### src/rtl/mem_stage_pkg.sv
// Shared encodings for the memory-access stage: op classes, access widths,
// load/store opcodes and the stage FSM state type.
package mem_stage_pkg;

  localparam logic [2:0] STAT_BUBBLE = 3'b000;
  localparam logic [2:0] STAT_REG    = 3'b001;
  localparam logic [2:0] STAT_STORE  = 3'b010;
  localparam logic [2:0] STAT_LOAD   = 3'b011;
  localparam logic [2:0] STAT_BRANCH = 3'b100;
  localparam logic [2:0] STAT_JUMP   = 3'b101;

  localparam logic [1:0] W_BYTE = 2'b00;
  localparam logic [1:0] W_HALF = 2'b01;
  localparam logic [1:0] W_WORD = 2'b10;

  localparam logic [5:0] OP_LB  = 6'h20;
  localparam logic [5:0] OP_LH  = 6'h21;
  localparam logic [5:0] OP_LW  = 6'h23;
  localparam logic [5:0] OP_LBU = 6'h24;
  localparam logic [5:0] OP_LHU = 6'h25;
  localparam logic [5:0] OP_SB  = 6'h28;
  localparam logic [5:0] OP_SH  = 6'h29;
  localparam logic [5:0] OP_SW  = 6'h2B;

  typedef enum logic {
    S_IDLE = 1'b0,
    S_WAIT = 1'b1
  } state_e;

  // Access size implied by a load/store opcode; anything else is a word access.
  function automatic logic [1:0] op_width(input logic [5:0] op);
    case (op)
      OP_LB, OP_LBU, OP_SB: op_width = W_BYTE;
      OP_LH, OP_LHU, OP_SH: op_width = W_HALF;
      default:              op_width = W_WORD;
    endcase
  endfunction

endpackage

### src/rtl/load_ext.sv
// Load data extension: selects and sign/zero-extends the loaded byte or
// halfword according to the load opcode. Purely combinational.
module load_ext
  import mem_stage_pkg::*;
#(
  parameter int DATA_W = 32
) (
  input  logic [5:0]        op,
  input  logic [DATA_W-1:0] rdata,
  output logic [DATA_W-1:0] ext
);

  // Extend the low byte/half as the opcode demands; LW and others pass through.
  always_comb begin
    ext = rdata;
    case (op)
      OP_LB:   ext = {{(DATA_W-8){rdata[7]}}, rdata[7:0]};
      OP_LBU:  ext = {{(DATA_W-8){1'b0}}, rdata[7:0]};
      OP_LH:   ext = {{(DATA_W-16){rdata[15]}}, rdata[15:0]};
      OP_LHU:  ext = {{(DATA_W-16){1'b0}}, rdata[15:0]};
      default: ext = rdata;
    endcase
  end

endmodule

### src/rtl/mem_stage.sv
// Memory-access stage: passes register results to writeback after one cycle,
// runs loads/stores over a level req/done handshake and stalls upstream
// while an access is outstanding.
//
//   state  | meaning
//   S_IDLE | no access outstanding; accepts the op in the EX/MEM latch
//   S_WAIT | access issued, mem_req held until the controller's mem_done
module mem_stage
  import mem_stage_pkg::*;
#(
  parameter int ADDR_W = 32,
  parameter int DATA_W = 32
) (
  input  logic              clk,
  input  logic              rst,
  input  logic [2:0]        status_in,
  input  logic [5:0]        op_in,
  input  logic [ADDR_W-1:0] mem_addr_in,
  input  logic [DATA_W-1:0] data_in,
  input  logic [4:0]        rd_in,
  input  logic              mem_done,
  input  logic [DATA_W-1:0] mem_rdata,
  output logic              mem_req,
  output logic              mem_we,
  output logic [ADDR_W-1:0] mem_addr,
  output logic [DATA_W-1:0] mem_wdata,
  output logic [1:0]        mem_width,
  output logic              stall_req,
  output logic              wb_we,
  output logic [4:0]        wb_rd,
  output logic [DATA_W-1:0] wb_data
);

  state_e            state, state_nxt;
  logic [5:0]        acc_op;
  logic [4:0]        acc_rd;
  logic [DATA_W-1:0] ld_ext;
  logic              is_mem_op;
  logic              is_reg_op;

  assign is_mem_op = (status_in == STAT_STORE) || (status_in == STAT_LOAD);
  assign is_reg_op = (status_in == STAT_REG) || (status_in == STAT_JUMP);

  load_ext #(.DATA_W(DATA_W)) u_load_ext (
    .op    (acc_op),
    .rdata (mem_rdata),
    .ext   (ld_ext)
  );

  // State register.
  always_ff @(posedge clk) begin
    if (rst) state <= S_IDLE;
    else     state <= state_nxt;
  end

  // Next state and combinational handshake outputs.
  always_comb begin
    state_nxt = state;
    mem_req   = 1'b0;
    stall_req = 1'b0;
    case (state)
      S_IDLE: begin
        stall_req = is_mem_op;
        if (is_mem_op) state_nxt = S_WAIT;
      end
      S_WAIT: begin
        mem_req   = 1'b1;
        // Release upstream on the completing edge so it advances in lock-step.
        stall_req = !mem_done;
        if (mem_done) state_nxt = S_IDLE;
      end
      default: state_nxt = S_IDLE;
    endcase
  end

  // Capture the access on entry to WAIT; values stay stable until the next access.
  always_ff @(posedge clk) begin
    if (rst) begin
      mem_we    <= 1'b0;
      mem_addr  <= '0;
      mem_wdata <= '0;
      mem_width <= W_BYTE;
      acc_op    <= '0;
      acc_rd    <= '0;
    end else if (state == S_IDLE && is_mem_op) begin
      mem_we    <= (status_in == STAT_STORE);
      mem_addr  <= mem_addr_in;
      mem_wdata <= data_in;
      mem_width <= op_width(op_in);
      acc_op    <= op_in;
      acc_rd    <= rd_in;
    end
  end

  // Writeback register: results and completed loads, never to x0.
  always_ff @(posedge clk) begin
    if (rst) begin
      wb_we   <= 1'b0;
      wb_rd   <= '0;
      wb_data <= '0;
    end else begin
      wb_we <= 1'b0;
      if (state == S_IDLE && is_reg_op) begin
        wb_we   <= (rd_in != 5'd0);
        wb_rd   <= rd_in;
        wb_data <= data_in;
      end else if (state == S_WAIT && mem_done && !mem_we) begin
        wb_we   <= (acc_rd != 5'd0);
        wb_rd   <= acc_rd;
        wb_data <= ld_ext;
      end
    end
  end

endmodule
### config.mk
export PLATFORM = sky130hd
export DESIGN_NAME = mem_stage
export DESIGN_NICKNAME = d
export VERILOG_FILES = /design/src/rtl/mem_stage_pkg.sv /design/src/rtl/load_ext.sv /design/src/rtl/mem_stage.sv
export SDC_FILE = /design/constraint.sdc
export NUM_CORES = 1
export LEC_CHECK = 0
export ABC_AREA = 1
export BUFFER_PORTS_ARGS = -buffer_cell sky130_fd_sc_hd__buf_2
export CAP_MARGIN = 15
export CORE_MARGIN = 5
export CORE_UTILIZATION = 43
export DETAILED_ROUTE_END_ITERATION = 12
export PLACE_DENSITY_LB_ADDON = 0.25
export RECOVER_POWER = 50
export SETUP_SLACK_MARGIN = 0.05
export SYNTH_ARGS = -nofsm -noshare
export SYNTH_HDL_FRONTEND = slang
export SYNTH_SLANG_ARGS = --single-unit
export TNS_END_PERCENT = 1
### constraint.sdc
create_clock -name clk -period 2.02 [get_ports clk]
set_input_delay 0.101 -clock clk [delete_from_list [all_inputs] [get_ports clk]]
set_output_delay 0.101 -clock clk [all_outputs]
set_load 0.01 [all_outputs]
# Yosys cells after proc, flatten, opt, wreduce, memory -nomap -nowiden
# Cells that the tools add are included.
# W data, S select, Z words.
[op_classes]
eq_ne = 14
n_mux = 13
bitwise_logic = 1
reduce_logical = 13
[op_table]
columns = ["cell", "n"]
rows = [
  ["$pmux W32 S4", 1],
  ["$mux W32", 2],
  ["$eq A6 B6 Y1 const B", 10],
  ["$mux W5", 2],
  ["$reduce_bool A5 Y1", 2],
  ["$eq A3 B2 Y1 const B", 2],
  ["$reduce_or A3 Y1", 2],
  ["$mux W1", 5],
  ["$logic_and A1 B1 Y1", 4],
  ["$pmux W1 S2", 2],
  ["$pmux W2 S2", 1],
  ["$eq A3 B1 Y1 const B", 1],
  ["$eq A3 B3 Y1 const B", 1],
  ["$logic_not A1 Y1", 2],
  ["$logic_or A1 B1 Y1", 2],
  ["$reduce_bool A2 Y1", 1],
  ["$not A1 Y1", 1],
]
[totals]
reg_bits = 117
input_bits = 113
output_inout_bits = 107
wordCells = 51

# Longest topological paths before layout
[depth]
depth_word = 4
mapped_depth = 8
depth_no_buf = 7

# Cells and area by module
# From an unflattened synthesis, not the netlist that was laid out.
[hier_totals]
cells_unflattened = 773
area_unflattened_um2 = 5230.0
[modules_own_cells]
columns = ["module", "n_inst", "cells_per_inst", "area_per_inst_um2", "seq_area_each_um2"]
rows = [
  ["mem_stage", 1, 692, 4837.1, 2342.2],
  ["load_ext", 1, 81, 392.9, 0.0],
]

# Least setup slack after synthesis
# Ideal clock, no wire load.
[synth_path]
kind = "reg-to-reg"
from = "register state"
to = "register acc_rd[2]"
setup_ns = 0.116
t_arrival_ns = 1.115
t_required_ns = 1.904
path_slack_ns = 0.790
stages_incl_launch_ff = 7
path_buffers = 2
synth_period_minus_slack_ns = 1.230
cell_sequence = "dfxtp_1 -> nor3_2 -> inv_2 -> buf_2 -> buf_2 -> nor2_1 -> nor2_1"
[synth_between]
elab_chain_cells = 2
[synth_lines]
columns = ["element", "line", "source"]
rows = [
  ["start, declared", "mem_stage.sv:34", "state_e state, state_nxt;"],
  ["start signal, assigned", "mem_stage.sv:53", "else state <= state_nxt;"],
  ["$not A1 Y1", "--", ""],
  ["$logic_and A1 B1 Y1", "mem_stage.sv:85", "end else if (state == S_IDLE && is_mem_op) begin"],
  ["end signal, assigned", "mem_stage.sv:91", "acc_rd <= rd_in;"],
  ["end, declared", "mem_stage.sv:36", "logic [4:0] acc_rd;"],
]
# Every way passes these cells.
# A chain may end at the register's enable or synchronous reset.

# Final worst setup path
[layout_path]
from = "register state"
to = "output stall_req"
[layout_between]
elab_chain_cells = 2
[layout_lines]
columns = ["element", "line", "source"]
rows = [
  ["$not A1 Y1", "--", ""],
  ["$pmux W1 S2 *", "mem_stage.sv:61", "case (state)"],
  ["end, declared", "mem_stage.sv:28", "output logic stall_req,"],
]
# Mark *: on every way between the ends. The rest lies on a longest branch, timed or not.

==> metrics.txt <==
ANT nets after route 0; Layout area overhead 58.1%; crit-path max FO 31; Non-Filler Instances 1,121; Die Span Y 114 um; FMAX 0.556 GHz; dpl ws 412 ps; Worst-path clk slew 60 ps; DR DRC count 0; final setup vio count 0; Post-DP HPWL 10,400 um; Num CTS Buffers 17; share of the yosys chip area belonging to registers 50.0%; filler instances 911; Max-cap violations 0; clock latency at the later pin of the worst-skew pair 510 ps; GP Congestion 0.835; dpl cells 980; LEAKAGE 3.31 nW; top cells by count, synth 205 x nor2_1, 117 x dfxtp_1, 117 x nand2_1, 80 x o21ai_0, 22 x a21oi_1; Hold Crit Class input port to flip-flop; Root Driver clkbuf_8; Post-synth EDFFs 0; Die Wd 114 um; fin crit period 1800 ps; RSZ-0062 raised after global routing no; die area 0.0131 mm2; # IOs 220; Worst Setup Slack, final 223 ps; CP Class flip-flop to primary output; first-pass GRT wire length 26,800 um; worst path arrival time 1700 ps; Slew Limit Fails 0; Post-Route WL 16,800 um; worst setup path start state$_SDFF_PP0_; CTS tree yes; Reg-to-Reg Start state$_SDFF_PP0_; Slew headroom 53.2%; startpoint types flip-flop; Synth Area per Inst 7.16 um2; cell with the most instances after synthesis nor2_1; Hold Vio Cnt, Final 0; Yosys cell types 26; post-CTS setup buffer count 0; largest net degree at the start of global routing 76; Seq cells post-synth 117; register area 0.00234 mm2; Power Dens Cells 882 mW/mm2; H-tree Lvls 4; total congestion overflow 0; total track usage 25.4%; Slew @ Worst Pin 702 ps; drt initial violations 433; Setup TNS 0 ps; core area 0.0107 mm2; Final Cycle Share 89.0%; Port Buffers 219; area fraction of the dominant cell type after synthesis 50.0%; area of the multi-input gates 0.00204 mm2; most common flop cell mapped by yosys dfxtp_1; status finished clean; NumNets Final 1,082; vias in the first global route 5,541; WL per Instance 15.0 um; synth warn 0; top post-synthesis cells by area dfxtp_1 50%, nor2_1 16%, nand2_1 9.4%; VDD IR max 0.561 mV; worst-case clock buffer depth 2; skew final 8.45 ps; Syn Nets 768; DRT Pass-1 Iters 5; Worst Path Required 1920 ps; diode count 0; cell row count 38; hold path startpoint rst; Initial Util 43.6%; leading area contributor after synthesis dfxtp_1; Post-Syn Area 0.00469 mm2; via count 5,558; layout cells sized above 1 16.8%; initial antenna violation count 0; share of flip-flops with an asynchronous set or reset 0%; TritonCTS Sinks 117; synthesized netlist cell count 655; reg-to-reg setup timing slack 360 ps; vias per cell 4.96; Worst setup EP type primary output
==> per-stage QoR <==
step                util, %  total power, mW  instance area (um2)  hold slack [ps]
CTS                    70.2             6.59                 7540             23.6
detailed placement     54.4             3.40                 5840              309
global route           69.0             6.80                 7410             61.6
floorplan                 -             3.02                 4690              190
global placement       54.4             3.38                 5840              302
finish                 69.0             6.53                 7410             44.0
==> metal layers <==
metal / vias to the layer above / track usage [%] / share of wire [%]
li1: 2713 / - / -
met1: 2513 / 29.7 / 41
met2: 284 / 43.0 / 48
met3: 48 / 7.61 / 8.5
met4: 0 / 11.1 / 3.1
met5: - / 0 / 0
==> registers in the layout (all words and copies together), names as in the netlist <==
signal / count
mem_addr: 32
acc_op: 6
acc_rd: 5
mem_we: 1
mem_wdata: 32
state: 1
mem_width: 2
wb_we: 1
wb_data: 32
wb_rd: 5
==> layout make-up <==
type,count,share of cell area (%)
clock inverter,10,2.09
sequential,117,31.6
multi-input combinational,472,27.5
tap,140,2.36
clock buffer,21,5.93
timing repair buffer,337,29.2
inverter,24,1.28
==> critical path, stage by stage, from the launching register on <==
cell and delay, ps:
dfxtp_2 360, nor3_4 250, inv_6 150, buf_4 220, nand2_1 70, buf_2 120
==> final timing paths <==
| check | endpoint | depth (start not counted) |
|---|---|---|
| max | stall_req | 5 |
| min | mem_addr[13]$_SDFFE_PP0P_ | 4 |
| max reg2reg | mem_addr[12]$_SDFFE_PP0P_ | 4 |
| min reg2reg | mem_width[0]$_SDFFE_PP0P_ | 2 |
==> placed cells by master (no fill, tap or decap), types with 2 or more instances in the layout <==
master,netlist,routed
dfxtp_1,117,116
dlygate4sd3_1,0,110
o21ai_1,13,13
nand3_1,12,12
o21ai_0,80,80
inv_1,18,17
bufinv_16,0,4
buf_12,0,3
a31oi_1,13,13
buf_4,6,5
nor3_4,1,2
a21oi_1,22,22
clkbuf_8,0,2
buf_2,17,113
clkbuf_16,0,16
inv_2,6,6
clkinv_2,0,4
nor2_1,205,205
clkinvlp_4,0,2
clkbuf_1,14,109
nand3_4,2,2
nand2_1,117,117
==> power by group <==
group          switching [mW]  total [mW]  internal [mW]
clock                    1.01        3.02           2.02
sequential             0.0951        2.57           2.47
combinational           0.523       0.941          0.418
==> logic make-up (layout without fill, tap and decap cells) <==
kind of cell / after synthesis / in the layout / share of synthesized area, %
simple gates: 344 / 344 / 29.4
compound gates: 128 / 128 / 14.0
flops: 117 / 117 / 50.0
buf+inv: 66 / 392 / 6.64
==> timing repair <==
item / CTS / global route
hold endpoints to repair: 117 / 0
hold buffers: 110 / 0
cloned: 0 / 0
resized for setup: 1 / 2
setup endpoints to repair: 1 / 1
Power figures use the tool's default switching activity.
